$ cat config.mk
export PLATFORM = sky130hd
export DESIGN_NAME = stage2_sched
export DESIGN_NICKNAME = d
export VERILOG_FILES = /design/src/rtl/stage2_sched_pkg.sv /design/src/rtl/stage2_rr_arb.sv /design/src/rtl/stage2_sched.sv
export SDC_FILE = /design/constraint.sdc
export NUM_CORES = 1
export LEC_CHECK = 0
export ABC_AREA = 1
export ABC_CLOCK_PERIOD_IN_PS = 24900
export CORE_UTILIZATION = 25
export DETAILED_ROUTE_END_ITERATION = 12
export PLACE_DENSITY = 0.5
export SYNTH_ARGS = -nofsm -noshare
export SYNTH_HDL_FRONTEND = slang
export SYNTH_HIERARCHICAL = 1
export SYNTH_SLANG_ARGS = --single-unit
$ cat constraint.sdc
create_clock -name clk -period 24.9 [get_ports clk]
set_input_delay 2.49 -clock clk [delete_from_list [all_inputs] [get_ports clk]]
set_output_delay 2.49 -clock clk [all_outputs]
set_load 0.005 [all_outputs]
$ cat src/rtl/stage2_sched_pkg.sv
// Shared definitions for the stage-2 front-end scheduler and the stage2_hash-level top.
package stage2_sched_pkg;

  localparam int unsigned HW_DEF       = 10;
  localparam int unsigned DW_DEF       = 64;
  localparam int unsigned PIPE_LAT_DEF = 3;
  localparam int unsigned INS_GAP_DEF  = 2;

  typedef enum logic [1:0] {
    ST_RUN   = 2'd0,
    ST_DRAIN = 2'd1,
    ST_CLEAR = 2'd2,
    ST_DONE  = 2'd3
  } sched_state_t;

endpackage

$ cat src/rtl/stage2_rr_arb.sv
// Two-requester round-robin arbiter; grants are combinational, the priority pointer is registered.
module stage2_rr_arb (
  input  logic clk,
  input  logic rst,
  input  logic en,
  input  logic req_a,
  input  logic req_b,
  output logic gnt_a_c,
  output logic gnt_b_c
);

  logic prio_a;

  always_comb begin
    gnt_a_c = en & req_a & (~req_b | prio_a);
    gnt_b_c = en & req_b & (~req_a | ~prio_a);
  end

  // Pointer moves only on a real grant; after reset requester a wins a tie.
  always_ff @(posedge clk or posedge rst) begin
    if (rst) begin
      prio_a <= 1'b1;
    end else if (gnt_a_c) begin
      prio_a <= 1'b0;
    end else if (gnt_b_c) begin
      prio_a <= 1'b1;
    end
  end

endmodule

$ cat src/rtl/stage2_sched.sv
// Stage-2 front end: round-robin issue of insert/search ops with an insert hazard gap,
// tagged search results and a drain-then-clear table sequence.
module stage2_sched
  import stage2_sched_pkg::*;
#(
  parameter int unsigned HW       = HW_DEF,
  parameter int unsigned DW       = DW_DEF,
  parameter int unsigned INS_GAP  = INS_GAP_DEF,
  parameter int unsigned PIPE_LAT = PIPE_LAT_DEF
) (
  input  logic          clk,
  input  logic          rst,
  input  logic          ins_valid_i,
  output logic          ins_ready_o,
  input  logic [DW-1:0] ins_key_i,
  input  logic [DW-1:0] ins_lat_i,
  input  logic          srch_valid_i,
  output logic          srch_ready_o,
  input  logic [DW-1:0] srch_key_i,
  output logic          s2_insert_o,
  output logic [DW-1:0] s2_insert_data_o,
  output logic [DW-1:0] s2_insert_latency_o,
  output logic          s2_search_o,
  output logic [DW-1:0] s2_search_data_o,
  input  logic          s2_insert_end_i,
  input  logic          s2_search_end_i,
  input  logic [DW-1:0] s2_search_freq_i,
  input  logic [DW-1:0] s2_search_latency_i,
  output logic          rsp_valid_o,
  output logic [DW-1:0] rsp_key_o,
  output logic [DW-1:0] rsp_freq_o,
  output logic [DW-1:0] rsp_latency_o,
  input  logic          clear_i,
  output logic          clr_we_o,
  output logic [HW-1:0] clr_addr_o,
  output logic          clear_done_o,
  output logic          busy_o
);

  localparam int unsigned GW = $clog2(INS_GAP + 2);
  localparam int unsigned PW = $clog2(PIPE_LAT + 2);
  localparam logic [HW-1:0] ADDR_LAST = '1;

  sched_state_t         state;
  logic [GW-1:0]        gap_cnt;
  logic [PW-1:0]        pipe_cnt;
  logic [PW-1:0]        pipe_nxt;
  logic [2:0][DW-1:0]   key_dly;
  logic                 arb_en;
  logic                 ins_go;
  logic                 srch_go;
  logic                 inflight;

  // Issue is allowed only in RUN, outside the insert gap, and never in the clear-request cycle.
  assign arb_en = (state == ST_RUN) && (gap_cnt == '0) && !clear_i;

  stage2_rr_arb u_arb (
    .clk     (clk),
    .rst     (rst),
    .en      (arb_en),
    .req_a   (ins_valid_i),
    .req_b   (srch_valid_i),
    .gnt_a_c (ins_go),
    .gnt_b_c (srch_go)
  );

  assign ins_ready_o  = ins_go;
  assign srch_ready_o = srch_go;

  always_comb begin
    pipe_nxt = pipe_cnt;
    if (ins_go || srch_go) begin
      pipe_nxt = PW'(PIPE_LAT);
    end else if (pipe_cnt != '0) begin
      pipe_nxt = pipe_cnt - PW'(1);
    end
    inflight = (pipe_nxt != '0) | s2_insert_end_i | s2_search_end_i;
  end

  // Issue registers, insert gap, drain counter, search key delay line and result capture.
  always_ff @(posedge clk or posedge rst) begin
    if (rst) begin
      s2_insert_o         <= 1'b0;
      s2_insert_data_o    <= '0;
      s2_insert_latency_o <= '0;
      s2_search_o         <= 1'b0;
      s2_search_data_o    <= '0;
      gap_cnt             <= '0;
      pipe_cnt            <= '0;
      key_dly             <= '0;
      rsp_valid_o         <= 1'b0;
      rsp_key_o           <= '0;
      rsp_freq_o          <= '0;
      rsp_latency_o       <= '0;
    end else begin
      s2_insert_o <= ins_go;
      s2_search_o <= srch_go;
      if (ins_go) begin
        s2_insert_data_o    <= ins_key_i;
        s2_insert_latency_o <= ins_lat_i;
      end
      if (srch_go) begin
        s2_search_data_o <= srch_key_i;
      end
      if (ins_go) begin
        gap_cnt <= GW'(INS_GAP);
      end else if (gap_cnt != '0) begin
        gap_cnt <= gap_cnt - GW'(1);
      end
      pipe_cnt    <= pipe_nxt;
      key_dly     <= {key_dly[1], key_dly[0], (srch_go ? srch_key_i : DW'(0))};
      rsp_valid_o <= s2_search_end_i;
      if (s2_search_end_i) begin
        rsp_key_o     <= key_dly[2];
        rsp_freq_o    <= s2_search_freq_i;
        rsp_latency_o <= s2_search_latency_i;
      end
    end
  end

  // Control FSM: RUN -> DRAIN -> CLEAR (one write per address) -> DONE -> RUN.
  always_ff @(posedge clk or posedge rst) begin
    if (rst) begin
      state        <= ST_RUN;
      clr_we_o     <= 1'b0;
      clr_addr_o   <= '0;
      clear_done_o <= 1'b0;
      busy_o       <= 1'b0;
    end else begin
      case (state)
        ST_RUN: begin
          if (clear_i) begin
            state  <= ST_DRAIN;
            busy_o <= 1'b1;
          end else begin
            busy_o <= inflight;
          end
        end
        ST_DRAIN: begin
          busy_o <= 1'b1;
          if (pipe_cnt == '0) begin
            state      <= ST_CLEAR;
            clr_we_o   <= 1'b1;
            clr_addr_o <= '0;
          end
        end
        ST_CLEAR: begin
          if (clr_addr_o == ADDR_LAST) begin
            state        <= ST_DONE;
            clr_we_o     <= 1'b0;
            clr_addr_o   <= '0;
            clear_done_o <= 1'b1;
            busy_o       <= inflight;
          end else begin
            clr_addr_o <= clr_addr_o + HW'(1);
            busy_o     <= 1'b1;
          end
        end
        ST_DONE: begin
          state        <= ST_RUN;
          clear_done_o <= 1'b0;
          busy_o       <= inflight;
        end
        default: begin
          state    <= ST_RUN;
          clr_we_o <= 1'b0;
          busy_o   <= 1'b0;
        end
      endcase
    end
  end

endmodule

==> results of run 1 <==
==> worst paths after layout <==
kind / from / to / slack (ns) / cells past startpoint
setup / recovery: clear_i / ins_ready_o / 17.88 / 5
hold / removal: key_dly[5] / key_dly[69] / 0.33 / 0
setup reg to reg: state[1] / s2_insert_data_o[26] / 21.46 / 10
hold reg to reg: key_dly[5] / key_dly[69] / 0.33 / 0
max in group asynchronous: rst / s2_insert_latency_o[57] / 19.48 / 5
min in group asynchronous: rst / u_arb/prio_a / 2.37 / 2
==> kinds of logic after synthesis <==
kind of cell | Yosys count | share of synthesized area
compound gates | 15 | 0.00405
simple gates | 1237 | 0.227
fa+ha+maj | 10 | 0.00605
xor+xnor | 4 | 0.00169
buf+inv | 183 | 0.0358
flops | 600 | 0.726
==> layer usage <==
| metal | GRT usage | up-vias |
|---|---|---|
| met3 | 0.0520 | 126 |
| met1 | 0.186 | 7643 |
| met5 | 0 | - |
| met4 | 0.0593 | 0 |
| li1 | - | 7586 |
| met2 | 0.252 | 478 |
==> where the power goes <==
part | switching (W) | total [W] | internal, W
registers | 0.000115 | 0.00129 | 0.00117
clock network | 0.000426 | 0.00108 | 0.000650
logic | 0.000319 | 0.000744 | 0.000425
==> registers in the layout (all words and copies together), names as in the netlist <==
signal / cells
s2_search_data_o: 64
rsp_key_o: 64
u_arb/prio_a: 1
s2_insert_o: 1
s2_insert_latency_o: 64
rsp_latency_o: 64
gap_cnt: 2
s2_insert_data_o: 64
busy_o: 1
clr_addr_o: 10
key_dly: 192
clr_we_o: 1
rsp_freq_o: 64
clear_done_o: 1
pipe_cnt: 3
rsp_valid_o: 1
s2_search_o: 1
state: 2
==> metrics by stage <==
step                total power [W]  utilization  hold WS, ns  cells
floorplan                   0.00152            -        0.331   2049
global placement            0.00204        0.355        0.331   3777
detailed placement          0.00206        0.355        0.335   3777
CTS                         0.00316        0.385        0.335   3905
global route                0.00329        0.385        0.338   3907
finish                      0.00311        0.385        0.331   3910
==> Yosys cell counts <==
| cell | count |
|---|---|
| buf_6 | 1 |
| dfstp_2 | 1 |
| nor3b_1 | 2 |
| buf_2 | 36 |
| o21ai_0 | 6 |
| clkinv_2 | 1 |
| nor2_2 | 3 |
| nand3_2 | 1 |
| o21ai_2 | 1 |
| nand2_1 | 1196 |
| o21bai_1 | 2 |
| dfrtp_1 | 599 |
| nor2_1 | 20 |
| buf_1 | 8 |
| inv_2 | 3 |
| a21oi_1 | 5 |
| nand2_2 | 5 |
| ha_1 | 10 |
| clkbuf_1 | 40 |
| inv_1 | 94 |
| nand4_1 | 3 |
| nor3_1 | 1 |
| o21ai_1 | 1 |
| xor2_1 | 4 |
| nand3_1 | 6 |
==> layout make-up <==
type / instances / share of cell area
diodes: 5 / 0.000397
clock buffers: 99 / 0.0658
clock inverters: 29 / 0.0116
inverters: 98 / 0.0122
multi-input cells: 1266 / 0.157
flip-flops and latches: 600 / 0.476
well taps: 1070 / 0.0424
repair buffers: 743 / 0.235
==> critical path: cells and delay by family <==
kind                   cells  cell delay [ns]
AO/OA/AOI/OAI              1             0.66
buffers and inverters      2             1.08
AND/OR/NAND/NOR            2             0.30
==> results.py, run 1 <==
metrics = {
    "global_route": {
        "antenna_found_initial": 3,
        "grt_pass1_wl_um": 97700,
        "grt_overflow_total": 0,
        "grt_use_total": 0.154,
        "grt_pass1_vias": 16075,
        "grt_max_degree": 123,
    },
    "worst_setup_path": {
        "slowest_stage": "a21oi_4",
        "cp_common_cell": "clkdlybuf4s50_1",
        "critical_path.max_fanout": 33,
        "cp-start-kind": "primary input",
        "cp_slowest_stage_delay_ns": 0.66,
        "crit_type": "primary input to output pin",
        "crit_path_cell_trace": "clkdlybuf4s50_1, nor2_1, nand2_1, a21oi_4, clkdlybuf4s50_1",
        "cp-end-kind": "output pin",
        "required_ns": 22.41,
        "worstPathArrival_ns": 4.53,
    },
    "yosys": {
        "synth-seq-cells": 600,
        "syn_avg_cell_area_sq_um": 10.1,
        "synth.largest_area_cell": "dfrtp_1",
        "syn_nets": 2386,
        "yosysWarnings": 6,
        "synth_cells": 2049,
        "yosysTopAreaCellShare": 0.724,
        "syn_area_sq_um": 20700,
        "ys_types": 25,
        "yosysSeqAreaShare": 0.726,
        "synth.area.top_cells": "dfrtp_1 (72%), nand2_1 (22%), inv_1 (1.7%)",
    },
    "detailed_routing": {
        "wire_per_inst_um": 17.2,
        "drc": 0,
        "wirelength_um": 67200,
        "drt-pass1-iter-count": 5,
        "routed.top_layer": "met4",
        "routed_via_density": 4.05,
        "vias": 15833,
        "antenna_left": 0,
        "drt_iter0_markers": 832,
        "met1Wirelength_um": 27300,
        "routed-wl-met3_um": 5020,
        "dr_wl_met2_um": 32600,
    },
    "timing": {
        "setup_viol": 0,
        "period_needed_ns": 7.02,
        "rsz0062_at_grt": "no",
        "slew_viol_final": 0,
        "worst_pin_slew_ns": 1.07,
        "max_slew_margin": 0.286,
        "final.setup.worst_slack_ns": 17.88,
        "hold_viol_final": 0,
        "setup-tns-final_ns": 0,
        "clock-skew-final_ns": 0.0245,
        "min_period_over_period": 0.282,
        "max_freq_mhz": 142,
    },
    "floorplan": {
        "pin_count": 729,
        "num_rows": 105,
        "die_y_um": 290,
        "core-area_sq_um": 82000,
        "start_util": 0.252,
        "fp.dieW_um": 290,
        "die-area_sq_um": 83900,
    },
    "cts": {
        "cts_setup_buffers": 0,
        "htreeDepth": 3,
        "cts_inserted_buffers": 72,
        "cts.sink_count": 600,
        "cts.reportedPaths.clkPinSlew_ns": 0.06,
        "cts_root_buffer": "clkbuf_16",
        "insertion_delay_ns": 0.59,
        "cts_tree": "built",
        "cts_resized": 0,
        "clockBufferDepth": 3,
        "cts_hold_buf": 0,
    },
    "layout": {
        "fin_nets": 3118,
        "fillCellCount": 8153,
        "final_area_sq_um": 31500,
        "final_cell_mix": "nand2_1 (1196), clkdlybuf4s50_1 (727), dfrtp_1 (599), inv_1 (90), clkbuf_16 (73)",
        "drive_gt1_frac": 0.0540,
        "regArea_sq_um": 15000,
        "multiInputGateArea_sq_um": 4950,
        "syn2layout_area_growth_pct": 52.4,
        "final_common_cell": "nand2_1",
    },
    "place": {
        "port-buffer-count": 728,
        "post-place-ws_ns": 17.87,
        "place_congestion": 0.807,
        "hpwl_um": 47800,
        "placed_cell_area_sq_um": 29100,
    },
    "power": {
        "vdd_drop_max_uv": 46.3,
        "p_leak_nw": 16.2,
        "p_per_area_nw_per_um2": 98.5,
    },
    "hold_path": {
        "hp-class": "register to register",
    },
    "outcome": {
        "status": "finished, final reports clean",
    },
    "job": {
        "drv_cap": 0,
    },
}
No activity file was read; power rests on OpenSTA's default activity.
==> run 2, diff against run 1 <==
ABC_CLOCK_PERIOD_IN_PS = 6100   (was 24900)
PLACE_DENSITY = 0.51   (was 0.5)
clock period = 6.1 ns   (was 24.9 ns; I/O delays follow)
==> run 2 against run 1 <==
Compared with the run above:
- count of clock-buffer cells in the layout is 8 higher
- die area did not move
- utilization is essentially flat
- global-route usage is 0.081 points higher
- clock power rose to 4.0 times the previous value
- first-iteration DRC count decreased by 12%
- worst hold slack better by 0.0020 ns
- critical path depth increased by 3
- sequential power rose to 4.1 times the previous value
- highest routed layer is now met5
==> results.py, run 2 (synthesis gave the netlist of run 1 again) <==
metrics = {
    "detailed_routing": {
        "wire_per_inst_um": 17.2,
        "vias": 15836,
        "drt_iter0_markers": 732,
        "antenna_left": 0,
        "drc": 0,
        "drt-pass1-iter-count": 5,
        "wirelength_um": 67200,
        "routed_via_density": 4.05,
    },
    "timing": {
        "slew_viol_final": 0,
        "hold_viol_final": 0,
        "min_period_over_period": 0.573,
        "max_freq_mhz": 286,
        "rsz0062_at_grt": "no",
        "period_needed_ns": 3.49,
        "max_slew_margin": 0.141,
        "worst_pin_slew_ns": 1.29,
        "clock-skew-final_ns": 0.0213,
        "final.setup.worst_slack_ns": 2.61,
        "setup_viol": 0,
    },
    "floorplan": {
        "num_rows": 105,
        "die_y_um": 290,
        "fp.dieW_um": 290,
        "pin_count": 729,
        "die-area_sq_um": 83900,
        "start_util": 0.252,
        "core-area_sq_um": 82000,
    },
    "worst_setup_path": {
        "crit_type": "register to output pin",
        "r2r_cells": 11,
        "cp-end-kind": "output pin",
        "required_ns": 5.49,
        "cp-start-kind": "register",
        "cp_common_cell": "nand2_1",
        "crit_path_cell_trace": "inv_1, ha_1, nand2_1, nor2_1, nand2_1, a21oi_4, buf_4, clkdlybuf4s50_1",
        "cp.depth": 8,
        "cp.buffers_inverters": 3,
        "cp_slowest_stage_delay_ns": 0.61,
        "worstPathArrival_ns": 2.88,
        "critical_path.max_fanout": 56,
        "crit_family": "buffers and inverters",
        "slowest_stage": "clkdlybuf4s50_1",
    },
    "job": {
        "drv_cap": 0,
    },
    "power": {
        "p_clk_frac": 0.342,
        "net-switching-power_w": 0.00349,
        "p_sw_frac": 0.277,
        "p_comb_frac": 0.241,
        "p_per_area_nw_per_um2": 400,
        "pwr-share-seq": 0.416,
        "p_leak_nw": 16.2,
        "vdd_drop_max_uv": 207,
        "p_int_w": 0.00912,
    },
    "hold_path": {
        "hp-class": "register to register",
        "worstHoldPathCells": 0,
    },
    "place": {
        "hpwl_um": 47700,
        "post-place-ws_ns": 2.69,
        "place_congestion": 0.836,
        "port-buffer-count": 728,
        "placed_cell_area_sq_um": 29100,
    },
    "layout": {
        "regArea_sq_um": 15000,
        "largest_reg_flops": 192,
        "final_common_cell": "nand2_1",
        "multiInputGateArea_sq_um": 4950,
        "largest_register": "key_dly",
        "final_cell_mix": "nand2_1 (1196), clkdlybuf4s50_1 (727), dfrtp_1 (599), inv_1 (90), clkbuf_16 (73)",
        "fillCellCount": 8045,
        "syn2layout_area_growth_pct": 52.4,
        "drive_gt1_frac": 0.0515,
        "fin_nets": 3116,
        "final_area_sq_um": 31500,
    },
    "global_route": {
        "antenna_found_initial": 1,
        "grt_overflow_total": 0,
        "grt_pass1_wl_um": 98900,
        "grt_max_degree": 160,
        "grt_pass1_vias": 16285,
        "grt_use_total": 0.154,
    },
    "cts": {
        "cts.sink_count": 600,
        "cts_tree": "built",
        "clockBufferDepth": 3,
        "cts_hold_buf": 0,
        "cts_inserted_buffers": 71,
        "cts_root_buffer": "clkbuf_16",
        "cts_setup_buffers": 0,
        "cts_resized": 0,
        "htreeDepth": 3,
        "cts.reportedPaths.clkPinSlew_ns": 0.06,
        "insertion_delay_ns": 0.60,
    },
    "outcome": {
        "status": "finished, final reports clean",
    },
}
==> run 2: final timing paths <==
check	start	end	slack, ns
setup reg to reg	state[1]	s2_insert_data_o[4]	2.98
setup / recovery	state[1]	ins_ready_o	2.61
hold / removal	key_dly[10]	key_dly[74]	0.33
min in group asynchronous	rst	u_arb/prio_a	0.39
hold reg to reg	key_dly[10]	key_dly[74]	0.33
max in group asynchronous	rst	key_dly[78]	4.17
==> run 2: power by group through the flow <==
stage          Combinational [W]  Clock (W)  Sequential, W
2_1_floorplan           0.000908          0        0.00532
3_3_place_gp             0.00306          0        0.00529
3_5_place_dp             0.00309          0        0.00530
4_1_cts                  0.00310    0.00449        0.00526
5_1_grt                  0.00335    0.00466        0.00536
6_report                 0.00304    0.00432        0.00525
==> run 2: metal layers <==
metal | vias up | routed length, um | GRT usage
met1 | 7695 | 27700 | 0.193
met3 | 95 | 4830 | 0.0455
met2 | 445 | 33200 | 0.254
met4 | 2 | 1480 | 0.0525
met5 | - | 13 | 0
li1 | 7599 | - | -
==> run 2: area by class of cell <==
cell class,instances,area share
multi-input cells,1266,0.157
clock buffers,107,0.0674
well taps,1070,0.0424
diodes,3,0.000238
clock inverters,21,0.00885
repair buffers,742,0.236
inverters,98,0.0121
flip-flops and latches,600,0.476
==> run 2: per-stage QoR <==
stage	setup TNS (ns)	std cells	utilization	hold slack (ns)	total power [W]
6_report	0	3907	0.385	0.333	0.0126
5_1_grt	0	3904	0.385	0.341	0.0134
4_1_cts	0	3904	0.385	0.337	0.0128
3_5_place_dp	0	3776	0.355	0.335	0.00839
3_3_place_gp	0	3776	0.355	0.332	0.00835
2_1_floorplan	-1604.86	2049	-	0.331	0.00622
==> run 3, diff against run 2 <==
ABC_CLOCK_PERIOD_IN_PS = 2950   (was 6100)
clock period = 2.95 ns   (was 6.1 ns; I/O delays follow)
==> run 3 against run 2 <==
Compared with the run above:
- cell area increased by 1.1%
- critical path depth increased by 1
- flip-flop and latch count unchanged
- critical path type unchanged
- critical endpoint is now srch_ready_o
- largest cell class unchanged
==> results.py, run 3 (synthesis gave the netlist of run 1 again) <==
metrics = {
    "cts": {
        "cts_setup_buffers": 1,
        "cts.reportedPaths.clkPinSlew_ns": 0.06,
        "cts_inserted_buffers": 70,
        "cts_resized": 0,
        "htreeDepth": 3,
        "cts_hold_buf": 0,
        "insertion_delay_ns": 0.62,
        "cts_root_buffer": "clkbuf_16",
        "cts_tree": "built",
        "cts.sink_count": 600,
        "clockBufferDepth": 3,
    },
    "power": {
        "p_comb_frac": 0.243,
        "vdd_drop_max_uv": 463,
        "pwr-share-seq": 0.415,
        "p_per_area_nw_per_um2": 821,
        "p_sw_frac": 0.278,
        "p_leak_nw": 16.4,
        "p_int_w": 0.0189,
        "net-switching-power_w": 0.00728,
        "p_clk_frac": 0.342,
    },
    "detailed_routing": {
        "drc": 0,
        "routed_via_density": 4.02,
        "vias": 15805,
        "antenna_left": 0,
        "drt_iter0_markers": 692,
        "wire_per_inst_um": 17.2,
        "drt-pass1-iter-count": 5,
        "wirelength_um": 67600,
    },
    "layout": {
        "drive_gt1_frac": 0.0608,
        "largest_register": "key_dly",
        "fin_nets": 3143,
        "syn2layout_area_growth_pct": 54.2,
        "final_cell_mix": "nand2_1 (1196), clkdlybuf4s50_1 (727), dfrtp_1 (599), inv_1 (90), clkbuf_16 (70)",
        "final_common_cell": "nand2_1",
        "largest_reg_flops": 192,
        "final_cell_count_no_fill": 3933,
        "diodes": 0,
    },
    "worst_setup_path": {
        "slowest_stage": "clkdlybuf4s50_1",
        "required_ns": 2.65,
        "crit_type": "register to output pin",
        "cp_slowest_stage_delay_ns": 0.51,
        "regToRegSetupSlack_ns": 0.64,
        "cp-end-kind": "output pin",
        "cp.buffers_inverters": 4,
        "critical_path.max_fanout": 6,
        "cp_common_cell": "nand2_1",
        "crit_family": "buffers and inverters",
        "worstPathArrival_ns": 2.34,
        "cp-start-kind": "register",
        "crit_path_cell_trace": "inv_1, ha_1, nand2_1, nor2_1, nand2_1, inv_1, nand2_1, clkinv_2, clkdlybuf4s50_1",
    },
    "timing": {
        "final.setup.worst_slack_ns": 0.317,
        "hold_viol_final": 0,
        "worst_pin_slew_ns": 0.912,
        "max_freq_mhz": 380,
        "min_period_over_period": 0.893,
        "rsz0062_at_grt": "no",
        "clock-skew-final_ns": 0.0265,
        "period_needed_ns": 2.63,
        "slew_viol_final": 0,
        "max_slew_margin": 0.392,
        "setup_viol": 0,
    },
    "floorplan": {
        "core-area_sq_um": 82000,
        "die_y_um": 290,
        "num_rows": 105,
        "pin_count": 729,
        "fp.dieW_um": 290,
        "start_util": 0.252,
        "die-area_sq_um": 83900,
    },
    "outcome": {
        "status": "finished, final reports clean",
    },
    "global_route": {
        "grt_use_total": 0.156,
        "grt_overflow_total": 0,
        "grt_pass1_wl_um": 98800,
        "antenna_found_initial": 1,
        "grt_pass1_vias": 16264,
        "grt_max_degree": 100,
    },
    "hold_path": {
        "hp-class": "primary input to register",
    },
    "place": {
        "port-buffer-count": 728,
        "post-place-ws_ns": 0.603,
        "placed_cells": 3803,
        "hpwl_um": 49600,
        "place_congestion": 0.849,
    },
    "job": {
        "drv_cap": 0,
    },
}
[run 3: final timing paths]
kind,from,endpoint,depth (start not counted)
setup / recovery,state[0],srch_ready_o,9
hold / removal,s2_search_end_i,rsp_valid_o,1
setup reg to reg,state[0],s2_insert_data_o[16],11
hold reg to reg,key_dly[103],key_dly[167],0
max in group asynchronous,rst,key_dly[32],4
min in group asynchronous,rst,u_arb/prio_a,2
[run 3: layout make-up]
| class | instances | area [sq um] |
|---|---|---|
| fillers | 8110 | 50100 |
| flip-flops and latches | 600 | 15000 |
| repair buffers | 770 | 7780 |
| multi-input cells | 1266 | 4950 |
| clock buffers | 103 | 2030 |
| well taps | 1070 | 1340 |
| clock inverters | 26 | 410 |
| inverters | 98 | 382 |
[run 3: metrics by stage]
step | area (sq um) | utilization | power (W) | hold slack, ns | TNS (ns)
global placement | 29500 | 0.359 | 0.0173 | 0.331 | 0
floorplan | 20700 | - | 0.0129 | 0.185 | -3303.03
finish | 31900 | 0.389 | 0.0262 | 0.0543 | 0
global route | 31900 | 0.389 | 0.0277 | 0.0348 | 0
detailed placement | 29500 | 0.359 | 0.0174 | 0.335 | 0
CTS | 31900 | 0.389 | 0.0267 | 0.0200 | 0
[run 3: power by group through the flow]
stage	logic, W	registers (W)	clock network [W]
floorplan	0.00188	0.0110	0
global placement	0.00637	0.0109	0
detailed placement	0.00646	0.0110	0
CTS	0.00649	0.0109	0.00929
global route	0.00702	0.0111	0.00964
finish	0.00637	0.0109	0.00896
[run 3: per-layer routing]
layer	GRT usage	up-vias	wire length (um)
met4	0.0475	2	1610
met2	0.258	451	33000
met5	0	-	13
met3	0.0535	98	5250
met1	0.190	7611	27700
li1	-	7643	-
